File: config.mk
export PLATFORM = sky130hd
export DESIGN_NAME = ps2_scan_sequencer
export DESIGN_NICKNAME = d
export VERILOG_FILES = /design/src/rtl/ps2_scan_sequencer.sv
export SDC_FILE = /design/constraint.sdc
export NUM_CORES = 1
export LEC_CHECK = 0
export ABC_CLOCK_PERIOD_IN_PS = 2450
export CORE_ASPECT_RATIO = 1.5
export CORE_MARGIN = 2
export CORE_UTILIZATION = 36
export CTS_CLUSTER_SIZE = 20
export DETAILED_ROUTE_END_ITERATION = 10
export DONT_BUFFER_PORTS = 1
export PLACE_DENSITY = 0.57
export SETUP_SLACK_MARGIN = 0.3
export SLEW_MARGIN = 10
export SYNTH_ARGS = -nofsm -noshare
export SYNTH_HDL_FRONTEND = slang
export SYNTH_SLANG_ARGS = --single-unit
export TNS_END_PERCENT = 30
File: constraint.sdc
create_clock -name clk -period 2.45 [get_ports clk]
set_clock_uncertainty 0.2 [all_clocks]
set_input_delay 0.49 -clock clk [delete_from_list [all_inputs] [get_ports clk]]
set_output_delay 0.49 -clock clk [all_outputs]
set_load 0.05 [all_outputs]
File: src/rtl/ps2_scan_sequencer.sv
// Assembles PS/2 receiver bytes into key events (extended/break prefixes),
// presents one event at a time over valid/ready and gates the receiver meanwhile.
module ps2_scan_sequencer #(
    parameter int TIMEOUT_CYCLES = 2500000,
    parameter int TW             = 22
) (
    input  logic       clk,
    input  logic       rst,
    input  logic       rx_done_tick,
    input  logic [7:0] dout,
    output logic       rx_en,
    output logic       key_valid,
    input  logic       key_ready,
    output logic [7:0] key_code,
    output logic       key_ext,
    output logic       key_break,
    output logic       seq_error,
    output logic [1:0] dbg_state
);

    // Handshake: an event transfers on a rising edge where key_valid and
    // key_ready are both 1; key_valid never depends on key_ready, and the
    // event fields stay constant while key_valid is high.

    typedef enum logic [1:0] {
        IDLE = 2'd0,
        EXT  = 2'd1,
        BRK  = 2'd2,
        HOLD = 2'd3
    } state_t;

    localparam logic [TW-1:0] CNT_LAST = TW'(TIMEOUT_CYCLES - 1);

    state_t        state;
    logic          ext_r;
    logic          brk_r;
    logic [7:0]    code_r;
    logic [TW-1:0] cnt;

    always_ff @(posedge clk) begin
        if (rst) begin
            state     <= IDLE;
            ext_r     <= 1'b0;
            brk_r     <= 1'b0;
            code_r    <= 8'h00;
            cnt       <= '0;
            seq_error <= 1'b0;
        end else begin
            seq_error <= 1'b0;
            case (state)
                IDLE: begin
                    cnt <= '0;
                    if (rx_done_tick) begin
                        case (dout)
                            8'hE0: begin
                                ext_r <= 1'b1;
                                state <= EXT;
                            end
                            8'hF0: begin
                                brk_r <= 1'b1;
                                state <= BRK;
                            end
                            8'hAA, 8'hFA, 8'hEE: ;
                            8'h00, 8'hFF: seq_error <= 1'b1;
                            default: begin
                                code_r <= dout;
                                state  <= HOLD;
                            end
                        endcase
                    end
                end
                EXT: begin
                    if (rx_done_tick) begin
                        cnt <= '0;
                        case (dout)
                            8'hF0: begin
                                brk_r <= 1'b1;
                                state <= BRK;
                            end
                            8'hE0, 8'h00, 8'hFF: begin
                                seq_error <= 1'b1;
                                ext_r     <= 1'b0;
                                brk_r     <= 1'b0;
                                state     <= IDLE;
                            end
                            default: begin
                                code_r <= dout;
                                state  <= HOLD;
                            end
                        endcase
                    end else if (cnt == CNT_LAST) begin
                        seq_error <= 1'b1;
                        ext_r     <= 1'b0;
                        brk_r     <= 1'b0;
                        cnt       <= '0;
                        state     <= IDLE;
                    end else begin
                        cnt <= cnt + TW'(1);
                    end
                end
                BRK: begin
                    if (rx_done_tick) begin
                        cnt <= '0;
                        case (dout)
                            8'hE0, 8'hF0, 8'h00, 8'hFF: begin
                                seq_error <= 1'b1;
                                ext_r     <= 1'b0;
                                brk_r     <= 1'b0;
                                state     <= IDLE;
                            end
                            default: begin
                                code_r <= dout;
                                state  <= HOLD;
                            end
                        endcase
                    end else if (cnt == CNT_LAST) begin
                        seq_error <= 1'b1;
                        ext_r     <= 1'b0;
                        brk_r     <= 1'b0;
                        cnt       <= '0;
                        state     <= IDLE;
                    end else begin
                        cnt <= cnt + TW'(1);
                    end
                end
                HOLD: begin
                    cnt <= '0;
                    // A frame already in flight when rx_en dropped is lost.
                    if (rx_done_tick) begin
                        seq_error <= 1'b1;
                    end
                    if (key_ready) begin
                        ext_r <= 1'b0;
                        brk_r <= 1'b0;
                        state <= IDLE;
                    end
                end
                default: begin
                    state <= IDLE;
                    cnt   <= '0;
                end
            endcase
        end
    end

    assign key_valid = (state == HOLD);
    assign rx_en     = (state != HOLD);
    assign key_code  = code_r;
    assign key_ext   = ext_r;
    assign key_break = brk_r;
    assign dbg_state = state;

endmodule

# Word level (Yosys, flattened, before mapping)
# Cells that the tools add are included.
# Widths: inputs -> output; s select.
# word_totals
ramBits,0
register_bits,35
input_bits,12
out_inout_bits,15
latchBits,0
memories,0
romBits,0
word_cells,85
# op_classes
n_div,0
bitwise,0
shifts,0
magnitude_cmp,0
n_eq_ne,22
n_mul,0
n_reduce_logical,14
mux,42
n_addsub,1
# ops
operator,count
$eq 8x8->1 const B,6
$mux 22,2
$pmux 22 s2,1
$mux 8,4
$add 22x1->22 const B,1
$eq 22x22->1 const B,1
$mux 1,21
$pmux 8 s2,1
$reduce_and 5->1,3
$ne 2x2->1 const B,7
$mux 2,6
$pmux 1 s4,3
$logic_not 8->1,1
$pmux 2 s4,1
$reduce_or 7->1,1
$pmux 2 s3,1
$reduce_or 2->1,3
$reduce_or 5->1,1
$eq 2x2->1 const B,2
$ne 2x1->1 const B,2
$ne 4x3->1 const B,1
$pmux 2 s2,1
$reduce_or 4->1,1
$ne 3x2->1 const B,1
7 further kinds,7

# Depth between registers and ports, before layout
# logic_depth
ltp_word,5
mapped_depth,8
mapped_depth_nobuf,7

# Worst setup path after synthesis
# Ideal clock, no wire load.
# synth_path
kind,register to register
from,register state[0] (netlist: dbg_state[0])
to,register brk_r (netlist: key_break)
n_path_buf,0
setup_slack_ns,-0.121
period_less_slack_ns,2.571
setup_ns,0.122
stages_incl_launch_ff,7
t_required_ns,2.128
t_arrival_ns,2.249
path_cell_list,dfxtp_1 -> ha_1 -> inv_1 -> o22a_1 -> a31oi_1 -> a311o_1 -> a21oi_1
# synth_via
elab_chain_len,3
elab_cells_between_ends,11
classes_between,8 x eq/ne; 1 x mux; 2 x reduce/logical
# synth_lines
element,line,text
from (decl),34,state_t state;
from (signal assigned),42,state <= IDLE;
from (signal assigned),57,state <= EXT;
from (signal assigned),61,state <= BRK;
$eq 2x2->1 *,-,
via key_valid,12,"output logic key_valid,"
$ne 2x1->1 (no source line),-,
$reduce_and 5->1 (no source line),-,
to (signal assigned),44,brk_r <= 1'b0;
to (signal assigned),60,brk_r <= 1'b1;
to (signal assigned),77,brk_r <= 1'b1;
to (decl),36,logic brk_r;
# The timed path passes the listed nets; every way through them passes the cells marked *.
# A chain may end at the register's enable or synchronous reset.

# Final worst setup path
# layout_path
from,register state[0] (netlist: dbg_state[0])
to,output port rx_en
# layout_via
elab_chain_len,1
# layout_lines
element,line,text
$ne 2x2->1,147,assign rx_en = (state != HOLD);
to (decl),11,"output logic rx_en,"
# Every way passes these cells.

==> flow_summary.yaml <==
layout:
  multi_input_area_um2: 1150
  insertedDiodeCount: 0
  post_route_cells_drive_above_1_share: 0.109
  ff_latch_area_um2: 703
  fillers: 552
  final_nets: 246
  synthToLayoutAreaGrowth_pct: 14.0
sta:
  tightestPinTransition_ns: 0.557
  hold_violations: 0
  fin_crit_ns: 2.20
  max_slew_margin: 0.628
  fin_tns_setup_ns: 0
  grt_setup_unrepaired: "yes"
  max_freq_mhz: 455
  period_share: 0.898
  final-max-slew-violation-count: 0
  setup_viol: 0
critical_path:
  critPathLaunchType: "flip-flop"
  critPathRequiredTime_ns: 1.76
  end_kind: "primary output"
  path_class: "reg -> out"
  rrSetupSlack_ns: 0.30
  worstPathMaxFanout: 5
  crit_arrival_ns: 1.51
power:
  power_frac_seq: 0.389
  peakVddDrop_mv: 0.566
  internal_power_mw: 1.33
  power_frac_clock: 0.279
  p_per_area_nw_per_um2: 1030
  power_leakage_nw: 0.711
  total_power_mw: 2.25
  p_switching_mw: 0.913
  combPwrFrac: 0.332
  switching_share: 0.406
global_routing:
  grt_max_degree: 22
  gr-total-overflow: 0
  grtUsageTotal: 0.158
  antenna_found_initial: 0
  grt_pass1_wl_um: 7330
  grt_pass1_vias: 1591
synth:
  yosysUniqueCellTypes: 47
  synth_area_um2: 1900
  synth_edf_count: 0
  yosysMostFrequentCell: "dfxtp_1"
  async_flop_share: 0
  synth_cells: 225
  synthTopCellsByArea: "dfxtp_1, xnor2_1, nor2_1, nand2_1, mux2i_1"
  yosys_warnings: 0
  synth_seq_area_share: 0.368
  ys.flop_type: "dfxtp_1"
  synth.largest_area_cell: "dfxtp_1"
  synth_top_area_frac: 0.368
  synthesis.nets: 243
  ys_seq_elements: 35
  synth_commonest_cells: "dfxtp_1, nor2_1, nand2_1"
  avgSynthCellArea_um2: 8.46
job:
  drv_cap: 0
route:
  drc: 0
  dr.pass1.iters: 4
  routed_wl_um: 4260
  wl_per_cell_um: 14.3
  final_antenna_net_count: 0
  vias: 1604
  drtIter0Drc: 47
  via_per_inst: 5.40
run_status:
  status: "finished, final reports clean"
min_path:
  hp-class: "in -> reg"
floorplanning:
  dieArea_um2: 5900
  coreArea_um2: 5120
  row_count: 32
  die_w_um: 63.4
  dieHeight_um: 93.1
  ioPinCount: 27
  initial_core_util: 0.372
clock_network:
  clock_insertion_delay_worst_skew_ns: 0.29
  cts_buffer_depth: 2
  cts_buffers: 5
  root_buffer: "clkbuf_8"
  cts_num_sinks: 35
  tritoncts: "yes"
  cts_hold_buffers: 0
  cts_max_level: 2
  clk_pin_slew_ns: 0.07
  post-cts-setup-buffer-count: 0
placement:
  post-dp-hpwl_um: 3250
  place.gp.congestion: 0.920
  port_buffers: 0
## layout make-up
| type | count | area share |
|---|---|---|
| clock buffers | 5 | 0.0317 |
| multi-input cells | 171 | 0.530 |
| repair buffers | 5 | 0.0248 |
| flip-flops and latches | 35 | 0.324 |
| well taps | 68 | 0.0392 |
| inverters | 10 | 0.0190 |
| clock inverters | 3 | 0.0311 |
## worst max-delay path, cell delays in order (launching register included)
cell        delay (ns)
dfxtp_2           0.38
buf_6             0.19
ha_4              0.29
clkinvlp_4        0.16
buf_4             0.20
## power by group through the flow
stage,Clock [mW],Combinational [mW],Sequential (mW)
4_1_cts,0.644,0.749,0.876
3_3_place_gp,0,0.745,0.886
2_1_floorplan,0,0.516,0.944
5_1_grt,0.662,0.822,0.883
6_report,0.626,0.747,0.874
3_5_place_dp,0,0.742,0.886
## state kept, by name (all words and copies together), names as in the netlist
register,flops
cnt,22
key_code,8
key_ext,1
seq_error,1
dbg_state,2
key_break,1
## cell families after synthesis
group | after synthesis | share of synthesized area
adder cells (fa/ha/maj) | 6 | 0.0394
AO/OA/AOI/OAI | 31 | 0.135
flip-flops | 35 | 0.368
multiplexers | 9 | 0.0473
buffers and inverters | 19 | 0.0407
XOR/XNOR | 21 | 0.0966
AND/OR/NAND/NOR | 104 | 0.273
## routing by layer
metal | up-vias | track usage | wire [um]
met1 | 738 | 0.160 | 1620
met3 | 13 | 0.0397 | 200
li1 | 805 | - | -
met4 | 0 | 0.101 | 167
met2 | 48 | 0.283 | 2270
met5 | - | 0 | 0
## cell usage in the layout (no fill, tap or decap), drive strengths merged, types with 2 or more instances in the layout
cell / Yosys / routed
inv: 9 / 8
buf: 3 / 5
dfxtp: 35 / 35
a221oi: 2 / 2
ha: 6 / 6
clkbuf: 6 / 5
nand3: 7 / 7
xor2: 7 / 7
a311oi: 2 / 2
nor3: 6 / 6
nor4: 6 / 6
a21oi: 4 / 4
clkinvlp: 0 / 2
o2111ai: 3 / 3
or3: 2 / 2
mux2i: 9 / 9
o32ai: 2 / 2
o21ai: 4 / 4
and3: 5 / 5
nand4: 10 / 10
bufinv: 0 / 2
nor2: 32 / 32
nand2: 29 / 29
a211oi: 3 / 3
xnor2: 14 / 14
## path summary, 6_finish.rpt
path / startpoint / to / cells past startpoint
max: dbg_state[0]$_SDFFE_PP0P_ / rx_en / 4
min: rst / dbg_state[0]$_SDFFE_PP0P_ / 1
max reg2reg: dbg_state[0]$_SDFFE_PP0P_ / dbg_state[0]$_SDFFE_PP0P_ / 7
min reg2reg: cnt[0]$_SDFF_PP0_ / cnt[0]$_SDFF_PP0_ / 1
## stage by stage
stage	setup WS, ns	cells	instance area [um2]	utilization	hold slack [ns]
3_5_place_dp	0.0865	289	2020	0.394	0.236
6_report	0.251	297	2170	0.424	0.0641
3_3_place_gp	0.137	289	2020	0.394	0.230
2_1_floorplan	0.265	225	1920	-	0.213
5_1_grt	0.188	297	2170	0.424	0.0546
4_1_cts	0.238	297	2170	0.423	0.0521
## what timing repair did
action	in CTS	in global routing
endpoints found under the setup margin	5	18
cloned	0	0
pin swaps	2	0
resized for setup	2	1
(Power assumes the default switching activity.)
